==> config.mk <==
export PLATFORM = sky130hd
export DESIGN_NAME = ps2_key_decoder
export DESIGN_NICKNAME = d
export VERILOG_FILES = /design/src/rtl/ps2_key_decoder.sv
export SDC_FILE = /design/constraint.sdc
export NUM_CORES = 1
export LEC_CHECK = 0
export CORE_MARGIN = 3
export CORE_UTILIZATION = 45
export CTS_BUF_LIST = sky130_fd_sc_hd__clkbuf_8 sky130_fd_sc_hd__clkbuf_16
export DETAILED_ROUTE_END_ITERATION = 10
export GPL_TIMING_DRIVEN = 0
export PLACE_DENSITY = 0.65
export SYNTH_ARGS = -nofsm -noshare
export SYNTH_HDL_FRONTEND = slang
export SYNTH_SLANG_ARGS = --single-unit
==> constraint.sdc <==
create_clock -name clk -period 7.95 [get_ports clk]
set_clock_uncertainty 0.2 [all_clocks]
set_input_delay 2.385 -clock clk [delete_from_list [all_inputs] [get_ports clk]]
set_output_delay 2.385 -clock clk [all_outputs]
set_load 0.05 [all_outputs]
==> src/rtl/ps2_key_decoder.sv <==
// PS/2 Set 2 scan-code decoder: strips E0/F0 prefixes, queues key events in a
// show-ahead FIFO and tracks the held state of the eight game-control keys.
module ps2_key_decoder #(
    parameter int TIMEOUT_CYCLES = 200_000,
    parameter int FIFO_DEPTH     = 4
) (
    input  logic        clk,
    input  logic        rst_n,
    input  logic [15:0] keycode,
    input  logic        oflag,
    output logic        ev_valid,
    output logic [7:0]  ev_code,
    output logic        ev_ext,
    output logic        ev_break,
    input  logic        ev_ready,
    output logic [7:0]  keys,
    output logic        overflow
);

    localparam int TW = (TIMEOUT_CYCLES > 2) ? $clog2(TIMEOUT_CYCLES) : 1;
    localparam logic [TW-1:0] TO_LAST = TW'(TIMEOUT_CYCLES - 1);
    localparam int AW = (FIFO_DEPTH > 1) ? $clog2(FIFO_DEPTH) : 1;
    localparam int CW = AW + 1;

    typedef enum logic [1:0] {IDLE, EXT, BRK, EXT_BRK} state_t;

    state_t        state, next_state;
    logic [TW-1:0] to_cnt;
    logic [7:0]    b;
    logic          emit, emit_ext, emit_brk;
    logic          key_hit;
    logic [2:0]    key_idx;

    logic [9:0]    mem [FIFO_DEPTH];
    logic [AW-1:0] wr_ptr, rd_ptr;
    logic [CW-1:0] count;
    logic [9:0]    last_q;
    logic          full, empty, push, pop;
    logic          unused_hi;

    assign b         = keycode[7:0];
    assign unused_hi = ^keycode[15:8];

    function automatic logic is_ignored(input logic [7:0] v);
        case (v)
            8'h00, 8'hAA, 8'hEE, 8'hFA, 8'hFC, 8'hFD, 8'hFE, 8'hFF: is_ignored = 1'b1;
            default: is_ignored = 1'b0;
        endcase
    endfunction

    always_comb begin
        next_state = state;
        emit       = 1'b0;
        emit_ext   = 1'b0;
        emit_brk   = 1'b0;
        if (oflag) begin
            case (state)
                IDLE: begin
                    if (b == 8'hE0)           next_state = EXT;
                    else if (b == 8'hF0)      next_state = BRK;
                    else if (!is_ignored(b))  emit = 1'b1;
                end
                EXT: begin
                    if (b == 8'hF0)           next_state = EXT_BRK;
                    else if (b != 8'hE0) begin
                        emit       = 1'b1;
                        emit_ext   = 1'b1;
                        next_state = IDLE;
                    end
                end
                BRK: begin
                    if (b == 8'hE0)           next_state = EXT_BRK;
                    else if (b != 8'hF0) begin
                        emit       = 1'b1;
                        emit_brk   = 1'b1;
                        next_state = IDLE;
                    end
                end
                default: begin
                    if (b != 8'hE0 && b != 8'hF0) begin
                        emit       = 1'b1;
                        emit_ext   = 1'b1;
                        emit_brk   = 1'b1;
                        next_state = IDLE;
                    end
                end
            endcase
        end else if (state != IDLE && to_cnt == TO_LAST) begin
            // A stalled prefix is abandoned silently; a late byte then decodes from IDLE.
            next_state = IDLE;
        end
    end

    always_ff @(posedge clk or negedge rst_n) begin
        if (!rst_n) begin
            state  <= IDLE;
            to_cnt <= '0;
        end else begin
            state <= next_state;
            if (oflag || next_state == IDLE)
                to_cnt <= '0;
            else
                to_cnt <= to_cnt + 1'b1;
        end
    end

    always_comb begin
        key_hit = 1'b1;
        key_idx = 3'd0;
        case ({emit_ext, b})
            9'h01D: key_idx = 3'd0;
            9'h01C: key_idx = 3'd1;
            9'h01B: key_idx = 3'd2;
            9'h023: key_idx = 3'd3;
            9'h175: key_idx = 3'd4;
            9'h16B: key_idx = 3'd5;
            9'h172: key_idx = 3'd6;
            9'h174: key_idx = 3'd7;
            default: key_hit = 1'b0;
        endcase
    end

    always_ff @(posedge clk or negedge rst_n) begin
        if (!rst_n)
            keys <= '0;
        else if (emit && key_hit)
            keys[key_idx] <= ~emit_brk;
    end

    assign empty = (count == '0);
    assign full  = (count == CW'(FIFO_DEPTH));
    assign pop   = ev_valid & ev_ready;
    // A pop in the same cycle frees the slot, so a full FIFO still accepts the push.
    assign push  = emit & (~full | pop);

    always_ff @(posedge clk) begin
        if (push)
            mem[wr_ptr] <= {b, emit_ext, emit_brk};
    end

    always_ff @(posedge clk or negedge rst_n) begin
        if (!rst_n) begin
            wr_ptr   <= '0;
            rd_ptr   <= '0;
            count    <= '0;
            last_q   <= '0;
            overflow <= 1'b0;
        end else begin
            if (push)
                wr_ptr <= wr_ptr + 1'b1;
            if (pop) begin
                rd_ptr <= rd_ptr + 1'b1;
                last_q <= mem[rd_ptr];
            end
            case ({push, pop})
                2'b10:   count <= count + 1'b1;
                2'b01:   count <= count - 1'b1;
                default: count <= count;
            endcase
            if (emit && !push)
                overflow <= 1'b1;
        end
    end

    // When empty the outputs keep showing the most recently consumed event.
    assign ev_valid = ~empty;
    assign {ev_code, ev_ext, ev_break} = empty ? last_q : mem[rd_ptr];

endmodule

# After elaboration in Yosys (flattened, before gate mapping)
# Memory sizes are Yosys's and may differ from the RTL's.
# Index checks and enable logic that the tools add are counted.
[classes] bitwise_logic=6 magnitude_cmp=2 reduce_logical=17 mux=39 addsub=5 eq_ne=25
[op_table] cell="8-bit equality test (second input constant)" n=9
[op_table] cell="9-bit equality test (second input constant)" n=4
[op_table] cell="9-bit by 5-bit equality test with 1-bit output (second input constant)" n=3
[op_table] cell="3-bit one-hot mux with 7 select lines" n=1
[op_table] cell="1-bit two-way mux" n=20
[op_table] cell="18-bit by 1-bit adder with 18-bit output (second input constant)" n=1
[op_table] cell="18-bit equality test (second input constant)" n=1
[op_table] cell="18-bit two-way mux" n=1
[op_table] cell="2-bit two-way mux" n=9
[op_table] cell="8-bit != test (second input constant)" n=2
[op_table] cell="8-bit OR reduction" n=2
[op_table] cell="10-bit two-way mux" n=1
[op_table] cell="9-bit by 6-bit equality test with 1-bit output (second input constant)" n=1
[op_table] cell="8-bit bitwise mux" n=1
[op_table] cell="8-bit zero test" n=1
[op_table] cell="2-bit one-hot mux with 3 select lines" n=1
[op_table] cell="3-bit one-hot mux with 2 select lines" n=1
[op_table] cell="1-bit logical AND" n=5
[op_table] cell="2-bit by 1-bit adder with 2-bit output (second input constant)" n=2
[op_table] cell="2-bit by 1-bit equality test with 1-bit output (second input constant)" n=2
[op_table] cell="2-bit equality test (second input constant)" n=2
[op_table] cell="2-bit zero test" n=2
[op_table] cell="3-bit by 4-bit less-than comparator with 1-bit output (second input constant)" n=1
[op_table] cell="1-bit one-hot mux with 2 select lines" n=2
[op_table] cell="other kinds (14)" n=19
[word_totals] out_inout_bits=20 elab_cells=103 register_bits=46 inputBits=20 mem_bits_rw=40 mem_count=1
[memory_table] name="mem" words=4 width=10 read_ports=1 rd_clocked_by_memory_dff=0 wr=1 line_no="34" text="logic [9:0] mem [FIFO_DEPTH];"

# Logic depth before layout (Yosys ltp)
[logic_depth] ltp_word=15 mapped_depth=13 ltp_nobuf=11

# Least setup slack after synthesis
# Ideal clock, no wire load.
[synth_path] path_type="input port to flip-flop" start="in keycode[2]" end="reg count[2]" n_path_buf=2 path_stages=11 setup_ns=0.122 required_ns=7.628 setup_slack_ns=3.217 t_arrival_ns=4.412 path_cell_list="buf_2 -> and2_1 -> o21ai_1 -> a21oi_2 -> nor2_2 -> buf_6 -> nor2_1 -> fa_1 -> nor4b_1 -> or3b_1 -> a32o_1"
[synth_via] elab_chain_len=15 elab_cells_between_ends=34 cone_classes="eq/ne: 13; mux: 16; bitwise: 1; reduce/logical: 4"
[synth_rtl] element="start, declared" line_no="9" text="input logic [15:0] keycode,"
[synth_rtl] element="8-bit equality test or 8-bit zero test (tied branches)" line_no="45" text="case (v)"
[synth_rtl] element="8-bit OR reduction" line_no="45"
[synth_rtl] element="1-bit two-way mux" line_no="45"
[synth_rtl] element="1-bit two-way mux" line_no="60" text="else if (b == 8'hF0) next_state = BRK;"
[synth_rtl] element="1-bit two-way mux" line_no="59" text="if (b == 8'hE0) next_state = EXT;"
[synth_rtl] element="1-bit two-way mux" line_no="57" text="case (state)"
[synth_rtl] element="1-bit two-way mux" line_no="56" text="if (oflag) begin"
[synth_rtl] element="1-bit two-way mux" line_no="61" text="else if (!is_ignored(b)) emit = 1'b1;"
[synth_rtl] element="1-bit two-way mux" line_no="60"
[synth_rtl] element="1-bit two-way mux" line_no="59"
[synth_rtl] element="1-bit one-hot mux with 3 select lines (*)" line_no="57"
[synth_rtl] element="1-bit two-way mux (*)" line_no="56"
[synth_rtl] element="1-bit bitwise AND (*)" line_no="134" text="assign push = emit & (~full | pop);"
[synth_rtl] element="2-bit by 1-bit equality test with 1-bit output or 2-bit equality test (tied branches)" line_no="155" text="case ({push, pop})"
[synth_rtl] element="3-bit one-hot mux with 2 select lines or 2-bit nonzero test (tied branches)"
[synth_rtl] element="end signal, assigned" line_no="156" text="2'b10: count <= count + 1'b1;"
[synth_rtl] element="end signal, assigned" line_no="157" text="2'b01: count <= count - 1'b1;"
[synth_rtl] element="end signal, assigned" line_no="158" text="default: count <= count;"
[synth_rtl] element="end, declared" line_no="36" text="logic [CW-1:0] count;"
# Every way passes the cells marked *; elsewhere a longest branch is shown, timed or not. The select of a mux whose other input is x is not followed.
# A chain may end at the register's enable or synchronous reset.

# Worst setup path in the final report
[layout_path] start="reg count[2]" end="out ev_code[6]"
[layout_via] elab_chain_len=2
[layout_rtl] element="3-bit zero test" line_no="130" text="assign empty = (count == '0);"
[layout_rtl] element="10-bit two-way mux" line_no="167" text="assign {ev_code, ev_ext, ev_break} = empty ? last_q : mem[rd_ptr];"
[layout_rtl] element="end, declared" line_no="12" text="output logic [7:0] ev_code,"
# Every way passes these cells.

==> impl_metrics.prom <==
# TYPE chip_impl_metric gauge
chip_impl_metric{name="ys_warn_count",unit=""} 0
chip_impl_metric{name="syn2layout_area_growth",unit="%"} 16.36
chip_impl_metric{name="synth-seq-area-share",unit="%"} 58.59
chip_impl_metric{name="setup_viol_count_final",unit=""} 0
chip_impl_info{name="crit_end_element",value="output pin"} 1
chip_impl_metric{name="critPathMaxStageDelay",unit="ps"} 800
chip_impl_info{name="worstHoldEndpoint",value="overflow"} 1
chip_impl_metric{name="grt_use_total",unit="%"} 15.68
chip_impl_metric{name="final_min_period_over_clock_period",unit="%"} 66.77
chip_impl_info{name="synth_top_flop_cell",value="sky130_fd_sc_hd__dfrtp_1"} 1
chip_impl_metric{name="wl_met1",unit="µm"} 3613
chip_impl_metric{name="met3_length",unit="µm"} 326
chip_impl_metric{name="preCtsSetupSlack",unit="ps"} 2365
chip_impl_metric{name="timing.max_cap.violations",unit=""} 0
chip_impl_metric{name="first_global_vias",unit=""} 2392
chip_impl_metric{name="timing.hold.ws",unit="ps"} 274.4
chip_impl_metric{name="antennaDiodeCount",unit=""} 0
chip_impl_metric{name="timing.reg2reg.worst_path_depth",unit=""} 9
chip_impl_metric{name="achievable-frequency",unit="GHz"} 0.1884
chip_impl_info{name="regToRegStartpoint",value="count[2]"} 1
chip_impl_metric{name="drc_errors_left",unit=""} 0
chip_impl_metric{name="layout_min_cycle_time",unit="ps"} 5308
chip_impl_metric{name="ctsHoldBuffers",unit=""} 0
chip_impl_metric{name="layout.filler_cells",unit=""} 719
chip_impl_metric{name="final_layout_size_suffix_gt1_share",unit="%"} 17.03
chip_impl_metric{name="path_clk_slew",unit="ps"} 80
chip_impl_metric{name="core_area",unit="µm²"} 8423
chip_impl_info{name="critical_path.reg2reg.endpoint",value="count[2]"} 1
chip_impl_metric{name="critPathMaxFanout",unit=""} 10
chip_impl_metric{name="initialDrtViolationCount",unit=""} 149
chip_impl_metric{name="peakVddDrop",unit="µV"} 127.1
chip_impl_metric{name="dpl.hpwl",unit="µm"} 5049
chip_impl_metric{name="rows",unit=""} 33
chip_impl_info{name="cp-start-kind",value="flip-flop"} 1
chip_impl_metric{name="average_detailed_routed_wire_length_per_instance",unit="µm"} 15.61
chip_impl_metric{name="grt_max_degree",unit=""} 35
chip_impl_metric{name="design.die.area",unit="µm²"} 10090
chip_impl_metric{name="synth_enable_flop_cells",unit=""} 40
chip_impl_metric{name="postSynth.asyncResetShare",unit="%"} 53.49
chip_impl_metric{name="timing.setup.tns",unit="ps"} 0
chip_impl_info{name="grt_setup_unrepaired",value="false"} 1
chip_impl_metric{name="max_slew.worst_pin.slew",unit="ps"} 610.1
chip_impl_metric{name="grt_pass1_wl",unit="µm"} 12180
chip_impl_metric{name="finalCoreUtilization",unit="%"} 55.47
chip_impl_metric{name="met2_length",unit="µm"} 3281
chip_impl_metric{name="number_of_standard_cells_after_synthesis",unit=""} 318
chip_impl_info{name="clock_tree_from_tritoncts",value="yes"} 1
chip_impl_metric{name="ys_ff_latch",unit=""} 86
chip_impl_metric{name="cts_max_level",unit=""} 3
chip_impl_metric{name="syn_avg_cell_area",unit="µm²"} 12.63
chip_impl_metric{name="timing_max_transition_violations_final",unit=""} 0
chip_impl_metric{name="timing_hold_violations_final",unit=""} 0
chip_impl_metric{name="drt.antenna.violating_nets",unit=""} 0
chip_impl_metric{name="r2r_setup_slack",unit="ps"} 4640
chip_impl_metric{name="clock_latency",unit="ps"} 340
chip_impl_metric{name="initial_utilization",unit="%"} 47.67
chip_impl_metric{name="post_cts_resize_count",unit=""} 0
chip_impl_metric{name="layout_setup_ws",unit="ps"} 2642
chip_impl_metric{name="syn-cell-area",unit="µm²"} 4015
chip_impl_metric{name="powerDensity",unit="nW/µm²"} 328.0
chip_impl_info{name="status",value="finished, final reports clean"} 1
chip_impl_metric{name="storage_cell_area",unit="µm²"} 2352
chip_impl_metric{name="die_width",unit="µm"} 100.5
chip_impl_metric{name="cts_setup_buffers",unit=""} 0
chip_impl_info{name="slowest_stage",value="sky130_fd_sc_hd__clkdlybuf4s50_1"} 1
chip_impl_metric{name="longest_clk_path_bufs",unit=""} 2
chip_impl_metric{name="syn-num-nets",unit=""} 344
chip_impl_info{name="hold_class",value="flip-flop to flip-flop"} 1
chip_impl_metric{name="worst_slew_margin_relative_to_its_limit",unit="%"} 59.01
chip_impl_metric{name="pin_count",unit=""} 40
chip_impl_metric{name="timing.critical_path.required",unit="ps"} 5370
chip_impl_metric{name="min_delay_path_depth",unit=""} 1
chip_impl_metric{name="gp_congestion",unit=""} 0.8025
chip_impl_metric{name="arrival",unit="ps"} 2720
chip_impl_metric{name="grt_antenna_before_repair",unit=""} 0
chip_impl_metric{name="total_leakage_power",unit="nW"} 1.799
chip_impl_info{name="crit_chain",value="nor3_1, clkbuf_1, nand2_1, nand2_1, clkdlybuf4s50_1"} 1
chip_impl_metric{name="cts_num_sinks",unit=""} 86
chip_impl_info{name="hold_start",value="overflow"} 1
chip_impl_metric{name="globalRouteOverflowTotal",unit=""} 0
chip_impl_metric{name="synth_cell_types",unit=""} 49
chip_impl_metric{name="route.detailed.vias_per_inst",unit=""} 5.373
chip_impl_metric{name="totalWireLength",unit="µm"} 7322
chip_impl_metric{name="number_of_buffers_added_by_the_clock_tree_synthesis_step",unit=""} 9
chip_impl_metric{name="drt_pass1_iterations",unit=""} 4
chip_impl_info{name="cts_root_buf",value="sky130_fd_sc_hd__clkbuf_8"} 1
chip_impl_metric{name="net_count_reported_at_finish",unit=""} 386
chip_impl_metric{name="vias_post_dr",unit=""} 2520
chip_impl_metric{name="multi_input_comb_area",unit="µm²"} 1545
chip_impl_metric{name="die_h",unit="µm"} 100.5
chip_impl_info{name="critical_path.most_common_cell",value="sky130_fd_sc_hd__nand2_1"} 1
chip_impl_metric{name="port_buffers",unit=""} 30
chip_impl_info{name="worst_setup_path_type",value="flip-flop to output pin"} 1
chip_impl_info{name="highest_layer",value="met4"} 1
worst max path at each step:
| stage | from | to | slack (ps) | cells past startpoint |
|---|---|---|---|---|
| finish | count[2] | ev_code[6] | 2640 | 5 |
| global route | count[1] | ev_code[0] | 2400 | 6 |
| CTS | count[2] | ev_code[5] | 2620 | 5 |
| detailed placement | keycode[1] | count[2] | 2360 | 11 |
| global placement | keycode[2] | count[2] | 2400 | 12 |
| floorplan | keycode[2] | count[2] | 3220 | 11 |
synthesized netlist by cell type (all sizes together) (5+ instances only):
cell,instances,share of area [%]
nor3,7,0.87
nand2,44,4.1
nand3,14,1.7
nor2,32,3.1
and3,7,1.1
dfrtp,46,29
o21ai,8,1.1
edfxtp,40,30
xor2,12,2.6
buf,8,1.7
nand4,5,0.78
mux2,18,5.0
inv,9,0.84
ha,5,1.6
mux4,10,5.6
xnor2,9,2.0
area by class of cell:
class / instances / share of cell area (%)
buffer: 12 / 1.794
inverter: 9 / 0.7231
multi-input combinational: 211 / 33.07
clock buffer: 9 / 2.651
timing repair buffer: 31 / 6.749
tap: 105 / 2.812
clock inverter: 6 / 1.848
sequential: 86 / 50.35
logic make-up (layout without fill, tap and decap cells):
group / after synthesis / in the layout / synth area share, %
buffers and inverters: 21 / 67 / 2.929
multiplexers: 29 / 29 / 10.91
flip-flops: 86 / 86 / 58.59
AO/OA/AOI/OAI: 20 / 20 / 3.896
AND/OR/NAND/NOR: 135 / 135 / 17.05
XOR/XNOR: 21 / 21 / 4.581
adder cells (fa/ha/maj): 6 / 6 / 2.057
power breakdown:
part	internal [W]	switching (W)	leakage [nW]
logic	0.000240	0.000361	0.735
registers	0.000560	0.0000451	0.957
clock network	0.000175	0.000151	0.107
worst max-delay path, delay by kind of cell (launching register included):
family	cells	cell delay [ps]
buffers and inverters	2	1210
AND/OR/NAND/NOR	3	730
flip-flops	1	450
stage by stage:
step	instances	power [W]	area [µm²]
after global placement	453	0.001207	4447
after CTS	469	0.001549	4672
after global routing	469	0.001615	4672
after floorplan	318	0.001044	4015
final	469	0.001532	4672
after detailed placement	454	0.001222	4462
layout by cell type, fill, tap and decap left out, types with 4 or more instances in the layout:
cell	synthesis	final
sky130_fd_sc_hd__dfrtp_1	46	46
sky130_fd_sc_hd__nand2_1	44	44
sky130_fd_sc_hd__edfxtp_1	40	40
sky130_fd_sc_hd__nor2_1	31	31
sky130_fd_sc_hd__clkdlybuf4s50_1	0	29
sky130_fd_sc_hd__mux2_2	17	17
sky130_fd_sc_hd__nand3_1	14	14
sky130_fd_sc_hd__xor2_1	12	12
sky130_fd_sc_hd__mux4_2	10	10
sky130_fd_sc_hd__inv_1	9	9
sky130_fd_sc_hd__xnor2_1	9	9
sky130_fd_sc_hd__clkbuf_8	0	9
sky130_fd_sc_hd__nor3_1	7	7
sky130_fd_sc_hd__and3_1	7	7
sky130_fd_sc_hd__o21ai_0	6	6
sky130_fd_sc_hd__nand4_1	5	5
sky130_fd_sc_hd__ha_1	5	5
sky130_fd_sc_hd__buf_2	3	4
sky130_fd_sc_hd__buf_6	4	4
flip-flops by register name, indices dropped and copies added, names as in the netlist:
name,flops
last_q,10
keys,8
mem,40
wr_ptr,2
count,3
state,2
to_cnt,18
overflow,1
rd_ptr,2
per-layer routing:
| metal | vias to the layer above | global-route usage (%) |
|---|---|---|
| met5 | - | 0 |
| met4 | 0 | 7.150 |
| li1 | 1227 | - |
| met3 | 9 | 3.045 |
| met1 | 1221 | 23.15 |
| met2 | 63 | 22.48 |
Note: power is estimated with default switching activity, not from simulation.
